File: src/rtl/adder_share_arb.sv
// adder_share_arb: round-robin arbiter that shares one 32-bit signed adder
// among NREQ requesters. One operation is in flight at a time. The result is
// registered and returned on a valid/ready response channel.
//
// Optional feature (macro ADDER_SAT_EN): when defined, a result that overflows
// saturates to the most positive or most negative 32-bit value. resp_ovf is
// still set in that case.
//
// FSM states:
//   IDLE | arbitrating; a grant is offered to the next valid requester
//   EXEC | operands latched and driving the adder; result captured on exit
//   RESP | response held until the consumer asserts resp_ready

// Shared datapath adder. S = A + B, with the two's-complement overflow flag.
module adder_share_arb_adder (
  input  logic [31:0] i_a,
  input  logic [31:0] i_b,
  output logic [31:0] o_s,
  output logic        o_ovf
);
  assign o_s   = i_a + i_b;
  // Overflow only happens when both operands have the same sign and the
  // sign of the sum differs from it.
  assign o_ovf = (i_a[31] == i_b[31]) && (o_s[31] != i_a[31]);
endmodule

module adder_share_arb #(
  parameter int NREQ = 2,
  parameter int IDW  = 2
) (
  input  logic                 clk,
  input  logic                 rst,
  input  logic [NREQ-1:0]      req_valid,
  output logic [NREQ-1:0]      req_ready,
  input  logic [NREQ*32-1:0]   req_a,
  input  logic [NREQ*32-1:0]   req_b,
  output logic                 resp_valid,
  output logic [IDW-1:0]       resp_id,
  input  logic                 resp_ready,
  output logic [31:0]          resp_sum,
  output logic                 resp_ovf,
  output logic                 busy
);

  typedef enum logic [1:0] {
    IDLE = 2'd0,
    EXEC = 2'd1,
    RESP = 2'd2
  } state_t;

  state_t           r_state;
  state_t           w_state_nxt;

  logic [IDW-1:0]   r_rr_ptr;
  logic [IDW-1:0]   r_id;
  logic [31:0]      r_op_a;
  logic [31:0]      r_op_b;
  logic             r_resp_valid;
  logic [IDW-1:0]   r_resp_id;
  logic [31:0]      r_resp_sum;
  logic             r_resp_ovf;

  logic [NREQ-1:0]  w_grant;
  logic [IDW-1:0]   w_gidx;
  logic             w_found;
  logic [IDW:0]     w_best_d;
  logic [IDW:0]     w_d;
  logic [IDW:0]     w_i_ext;
  logic [IDW:0]     w_ptr_ext;
  logic [31:0]      w_sel_a;
  logic [31:0]      w_sel_b;
  logic             w_accept;
  logic [IDW-1:0]   w_ptr_nxt;
  logic [31:0]      w_add_s;
  logic             w_add_ovf;
  logic [31:0]      w_result;

  // Round-robin search: pick the valid requester closest to rr_ptr going
  // upward with wrap-around. Distances are computed per requester so the
  // search needs no variable indexing and works for non-power-of-two NREQ.
  always_comb begin
    w_grant   = '0;
    w_gidx    = '0;
    w_found   = 1'b0;
    w_best_d  = (IDW+1)'(NREQ);
    w_d       = '0;
    w_i_ext   = '0;
    w_ptr_ext = {1'b0, r_rr_ptr};
    for (int i = 0; i < NREQ; i++) begin
      w_i_ext = (IDW+1)'(i);
      if (w_i_ext >= w_ptr_ext) begin
        w_d = w_i_ext - w_ptr_ext;
      end else begin
        w_d = w_i_ext + (IDW+1)'(NREQ) - w_ptr_ext;
      end
      if (req_valid[i] && (w_d < w_best_d)) begin
        w_best_d = w_d;
        w_gidx   = IDW'(i);
        w_found  = 1'b1;
      end
    end
    for (int i = 0; i < NREQ; i++) begin
      w_grant[i] = w_found && (w_gidx == IDW'(i));
    end
  end

  // Operand mux for the granted requester (grant is one-hot or zero).
  always_comb begin
    w_sel_a = '0;
    w_sel_b = '0;
    for (int i = 0; i < NREQ; i++) begin
      if (w_grant[i]) begin
        w_sel_a = req_a[32*i +: 32];
        w_sel_b = req_b[32*i +: 32];
      end
    end
  end

  // Grants are only offered in IDLE; rst gates them immediately so nothing
  // is offered while reset is held.
  assign req_ready = ((r_state == IDLE) && !rst) ? w_grant : '0;
  assign w_accept  = |(req_ready & req_valid);
  assign w_ptr_nxt = (w_gidx == IDW'(NREQ-1)) ? '0 : (w_gidx + IDW'(1));

  adder_share_arb_adder u_adder (
    .i_a   (r_op_a),
    .i_b   (r_op_b),
    .o_s   (w_add_s),
    .o_ovf (w_add_ovf)
  );

`ifdef ADDER_SAT_EN
  // On overflow both operands share a sign; that sign picks the saturation rail.
  assign w_result = w_add_ovf ? (r_op_a[31] ? 32'h8000_0000 : 32'h7FFF_FFFF)
                              : w_add_s;
`else
  assign w_result = w_add_s;
`endif

  // State register.
  always_ff @(posedge clk or posedge rst) begin
    if (rst) begin
      r_state <= IDLE;
    end else begin
      r_state <= w_state_nxt;
    end
  end

  // Next-state logic. RESP always returns to IDLE first, so a new grant
  // cannot be issued in the same cycle that the response retires.
  always_comb begin
    w_state_nxt = r_state;
    case (r_state)
      IDLE:    if (w_accept)   w_state_nxt = EXEC;
      EXEC:                    w_state_nxt = RESP;
      RESP:    if (resp_ready) w_state_nxt = IDLE;
      default:                 w_state_nxt = IDLE;
    endcase
  end

  // Operand latch, round-robin pointer and registered response.
  always_ff @(posedge clk or posedge rst) begin
    if (rst) begin
      r_rr_ptr     <= '0;
      r_id         <= '0;
      r_op_a       <= '0;
      r_op_b       <= '0;
      r_resp_valid <= 1'b0;
      r_resp_id    <= '0;
      r_resp_sum   <= '0;
      r_resp_ovf   <= 1'b0;
    end else begin
      case (r_state)
        IDLE: begin
          if (w_accept) begin
            r_op_a   <= w_sel_a;
            r_op_b   <= w_sel_b;
            r_id     <= w_gidx;
            r_rr_ptr <= w_ptr_nxt;
          end
        end
        EXEC: begin
          r_resp_sum   <= w_result;
          r_resp_ovf   <= w_add_ovf;
          r_resp_id    <= r_id;
          r_resp_valid <= 1'b1;
        end
        RESP: begin
          if (resp_ready) begin
            r_resp_valid <= 1'b0;
          end
        end
        default: begin
          r_resp_valid <= 1'b0;
        end
      endcase
    end
  end

  assign resp_valid = r_resp_valid;
  assign resp_id    = r_resp_id;
  assign resp_sum   = r_resp_sum;
  assign resp_ovf   = r_resp_ovf;
  assign busy       = (r_state != IDLE);

endmodule

File: config.mk
export PLATFORM = sky130hd
export DESIGN_NAME = adder_share_arb
export DESIGN_NICKNAME = d
export VERILOG_FILES = /design/src/rtl/adder_share_arb.sv
export SDC_FILE = /design/constraint.sdc
export NUM_CORES = 1
export LEC_CHECK = 0
export ABC_AREA = 1
export CAP_MARGIN = 5
export CORE_ASPECT_RATIO = 0.5
export CORE_MARGIN = 2
export CORE_UTILIZATION = 53
export CTS_BUF_LIST = sky130_fd_sc_hd__clkbuf_8
export DETAILED_ROUTE_END_ITERATION = 7
export DONT_BUFFER_PORTS = 1
export PLACE_DENSITY = 0.71
export SLEW_MARGIN = 20
export SYNTH_ARGS = -nofsm -noshare
export SYNTH_HDL_FRONTEND = slang
export SYNTH_HIERARCHICAL = 1
export SYNTH_SLANG_ARGS = --single-unit
File: constraint.sdc
create_clock -name clk -period 3.9 [get_ports clk]
set_input_delay 0.78 -clock clk [delete_from_list [all_inputs] [get_ports clk]]
set_output_delay 0.78 -clock clk [all_outputs]
set_load 0.02 [all_outputs]
After elaboration in Yosys (flattened, before gate mapping)
Index checks and enable logic that the tools add are counted.
{"block": "word_totals", "reg_bits": 106}
{"block": "op_classes", "n_addsub": 6, "n_lt_le_gt_ge": 4, "eq_ne": 7, "mux": 17, "n_bitwise": 2, "reduce_logical": 14}
{"cell": "32-bit two-way mux", "count": 4}
{"cell": "32-bit adder", "count": 1}
{"cell": "3-bit two-way mux", "count": 3}
{"cell": "2-bit two-way mux", "count": 4}
{"cell": "1-bit logical AND", "count": 6}
{"cell": "2-bit one-hot mux with 3 select lines", "count": 1}
{"cell": "2-bit AND reduction", "count": 3}
{"cell": "1-bit by 2-bit subtractor with 3-bit output (first input constant)", "count": 2}
{"cell": "2-bit by 2-bit subtractor with 3-bit output (first input constant)", "count": 2}
{"cell": "2-bit by 1-bit equality test with 1-bit output (second input constant)", "count": 2}
{"cell": "1-bit by 2-bit >= comparator with 1-bit output (first input constant)", "count": 2}
{"cell": "2-bit zero test", "count": 2}
{"cell": "1-bit two-way mux", "count": 4}
{"cell": "2-bit inequality test (second input constant)", "count": 2}
{"cell": "3-bit by 2-bit < comparator with 1-bit output (second input constant)", "count": 1}
{"cell": "3-bit < comparator", "count": 1}
{"cell": "1-bit one-hot mux with 3 select lines", "count": 1}
{"cell": "2-bit by 1-bit adder with 2-bit output (second input constant)", "count": 1}
{"cell": "2-bit AND", "count": 1}
{"cell": "2-bit equality test (second input constant)", "count": 1}
{"cell": "2-bit nonzero test", "count": 1}
{"cell": "2-bit OR reduction", "count": 1}
{"cell": "1-bit equality test", "count": 1}
{"cell": "1-bit zero test", "count": 1}
{"cell": "2 further kinds", "count": 2}

Longest topological paths before layout
{"block": "depth", "ltp_word": 15, "mapped_depth": 14}

Hierarchy
The synthesis kept the hierarchy.
{"module": "adder_share_arb", "instances": 1, "cells_per_inst": 669, "area_each_um2": 5134.9, "seq_area_each_um2": 2577.5}
{"module": "adder_share_arb_adder", "instances": 1, "cells_per_inst": 497, "area_each_um2": 2362.3, "seq_area_each_um2": 0.0}

Worst setup path before layout
OpenSTA, ideal clock, no wires.
{"block": "synth_timing", "kind": "input-to-output", "start": "input port rst", "end": "output port req_ready[1]", "t_arrival_ps": 3558, "required_ps": 3120, "path_slack_ps": -438, "cell_stages": 3, "path_cell_list": "inv_1 > nand3_2 > nor2_1"}
{"block": "synth_via", "elab_chain_len": 3}
{"element": "start, declared", "line": "32", "source": "input logic rst,"}
{"element": "1-bit zero test (no line)"}
{"element": "1-bit logical AND", "line": "121", "source": "assign req_ready = ((r_state == IDLE) && !rst) ? w_grant : '0;"}
{"element": "2-bit two-way mux", "line": "121"}
{"element": "end, declared", "line": "34", "source": "output logic [NREQ-1:0] req_ready,"}
No other way between the ends.

Worst setup path after layout
{"block": "layout_timing", "start": "register r_state[1]", "end": "output port req_ready[1]"}
{"block": "layout_via", "elab_chain_len": 3}
{"element": "start, declared", "line": "51", "source": "state_t r_state;"}
{"element": "start signal, assigned", "line": "145", "source": "r_state <= w_state_nxt;"}
{"element": "2-bit zero test", "line": "121"}
{"element": "1-bit logical AND", "line": "121"}
{"element": "2-bit two-way mux", "line": "121"}
No other way between the ends.

==> reports/results.tsv <==
stage	metric	value	unit
final_layout	Finished Layout Cells	1329	
drt	WL per Instance	15.4	um
power_and_ir_drop	clock group share of total power	10.6	%
synth	Synthesized Nets	1331	
placed_design	Placed Cells	1313	
grt	gr ovfl total	0	
power_and_ir_drop	peak supply drop	258	uV
timing	worst-margin pin slew	893	ps
floorplan	# IOs	172	
synth	Synthesis Warnings	6	
final_layout	nets	1297	
synth	EDFF count, synth	0	
final_layout	Layout area overhead	2.42	%
power_and_ir_drop	Total Power	0.00647	W
synth	Mean Syn Cell Area	6.43	um2
cts	Clock transition at path regs	110	ps
drt	DRT iter0 DRCs	701	
timing	Max Freq	369	MHz
cts	CTS sink count	103	
drt	Antenna Nets Post-Route	0	
power_and_ir_drop	Leakage Power	4.70	nW
timing	setup violators final	0	
worst_setup_path	RR Endpoint	r_op_a[11]	
flow_run	max cap viols	0	
status	status	finished, final reports clean	
cts	Num CTS Buffers	9	
timing	fin crit period	2710	ps
power_and_ir_drop	Internal	0.00300	W
grt	first-pass GRT wire length	32.5	mm
timing	slew margin rel.	40.3	%
timing	Final Max Slew Viols	0	
timing	RSZ-0062 raised after global routing	false	
worst_setup_path	CP arrival	1930	ps
power_and_ir_drop	sequential power share	33.2	%
final_layout	layout cells sized above 1	5.72	%
cts	post-CTS setup buffer count	0	
synth	Synth area leader	dfrtp_1	
drt	Vias	7054	
cts	CTS tree	built	
synth	Most used DFF post-synth	dfrtp_1	
drt	DRC violations left	0	
synth	Yosys top cell area share	34.4	%
floorplan	num rows	30	
cts	Clock Path Buffers	2	
grt	antenna violations before repair	0	
cts	CTS Root Cell	clkbuf_8	
final_layout	ant diodes	0	
power_and_ir_drop	Logic pwr share	56.2	%
cts	hold_buf cts	0	
power_and_ir_drop	pwr dens	842	mW/mm2
drt	total wire length	20.5	mm
drt	DRT Pass-1 Iters	5	
timing	Final Hold Fails	0	
placed_design	Detailed Place HPWL	15.9	mm
synth	post-synthesis cell count	1166	
worst_hold_path	Worst Hold Class	primary input to async pin	
timing	Clock Skew	14.7	ps
worst_setup_path	Reg2Reg Depth	7	
placed_design	GP Congestion	0.940	
grt	pin count of the biggest net entering global routing	67	
synth	synth cell count leaders	nand2_1, nand3_1, inv_1	
worst_setup_path	crit path kind	register to output pin	
synth	top cells by area, synth	dfrtp_1, nand2_1, nand3_1, inv_1, ha_1	
floorplan	Chip Height	88.1	um
synth	asr flop ratio synth	100	%
floorplan	Die W	172	um
cts	cts repair resizes	0	
floorplan	initial core utilization	54.7	%
worst_setup_path	worst r2r src	r_state[1]	
drt	via/cell ratio	5.31	
cts	H-tree lvl count	3	
worst_setup_path	crit path launch	r_state[1]	
worst_setup_path	Worst setup SP type	register	
worst_setup_path	Required @ worst endpoint	3120	ps
grt	vias in the first global route	6101	
worst_setup_path	Worst Setup End Kind	output pin	
floorplan	CORE AREA	0.0137	mm2
synth	Post-Synthesis Cell Area	0.00750	mm2
cts	clk_lat worst skew	390	ps
final_layout	Finished Core Util	56.0	%
grt	total track usage	28.4	%
synth	register area share after synthesis	34.4	%
worst_setup_path	CP Max Fanout	37	
timing	fin crit share	69.4	%
power_and_ir_drop	Psw	0.00347	W
timing	TNS Setup	0	ps
placed_design	Port Buf Inserts	0	
worst_setup_path	Worst Setup EP	req_ready[1]	
synth	synthesized flop and latch total	103	
floorplan	die area	0.0152	mm2
synth	Yosys cell types	27	
synth	most numerous cell in the Yosys netlist	nand2_1	
power_and_ir_drop	switching part of the total	53.6	%
worst_setup_path	FF-to-FF setup slack	1380	ps
[worst max-delay path, cell delays in order (launching register included)]
cell and delay, ps:
dfrtp_1 400, inv_2 440, nand3_2 260, nor2_1 430
[state kept, by name, indices dropped and copies added (netlist names)]
name        cells
r_id            1
resp_id         1
r_op_a         32
resp_sum       32
resp_valid      1
r_rr_ptr        1
r_state         2
r_op_b         32
resp_ovf        1
[worst min path at each step]
stage,startpoint,to,slack (ps),depth (start not counted)
final,rst,r_op_a[30],530,2
after global routing,r_op_b[21],r_op_b[21],550,2
after CTS,rst,r_op_b[16],520,2
after detailed placement,r_op_b[25],r_op_b[25],500,2
after global placement,r_op_b[21],r_op_b[21],500,2
after floorplan,r_op_b[12],r_op_b[12],480,2
[cell families (layout without fill, tap and decap cells)]
group	after synthesis	in the layout	synth area share, %
buffers and inverters	175	146	10.6
xor gates and xnor gates	15	15	1.75
AOI/OAI and AO/OA	29	29	2.14
other	1	1	0.0500
DFF	103	103	34.4
adders and majority gates	32	32	5.44
and+or+nand+nor	811	811	45.6
[per-stage QoR]
stage / hold WS, ps / setup WS, ps / area [um2]
finish: 525 / 1190 / 7680
global route: 551 / 1060 / 7680
CTS: 521 / 1190 / 7680
detailed placement: 503 / 1400 / 7480
global placement: 501 / 1520 / 7480
floorplan: 482 / 406 / 7500
[area by class of cell]
class                           instances  area [um2]
Tap cell                              192         240
Sequential cell                       103        2580
Timing Repair Buffer                    8        60.1
Clock buffer                            9         124
Multi-Input combinational cell        888        4140
Inverter                              122         464
Clock inverter                          7        70.1
Fill cell                            1369        6020
[cells in the final DEF (no fill, tap or decap), drive strengths merged]
| master | n |
|---|---|
| xor2 | 15 |
| dfrtp | 103 |
| fa | 1 |
| a21oi | 23 |
| o21bai | 2 |
| nand2 | 569 |
| conb | 1 |
| a21o | 1 |
| nand4 | 4 |
| o21ai | 3 |
| nor3 | 5 |
| ha | 31 |
| clkinv | 2 |
| nand3 | 189 |
| clkinvlp | 1 |
| buf | 8 |
| inv | 126 |
| nor2 | 44 |
| clkbuf | 9 |
[power by group through the flow]
stage          Sequential [W]  Combinational, W  Clock (W)
3_3_place_gp          0.00216           0.00348          0
5_1_grt               0.00221           0.00408   0.000746
2_1_floorplan         0.00201           0.00268          0
3_5_place_dp          0.00216           0.00353          0
6_report              0.00215           0.00364   0.000683
4_1_cts               0.00214           0.00355   0.000700
[routing by layer]
layer | share of wire (%) | wire [um] | vias up | track usage, %
met5 | 0 | 0 | - | 0
met4 | 0.45 | 92 | 0 | 4.89
met3 | 9.6 | 1980 | 4 | 5.74
met2 | 36 | 7480 | 312 | 37.6
met1 | 53 | 11000 | 3185 | 46.7
li1 | - | - | 3553 | -
Power figures use the tool's default switching activity.
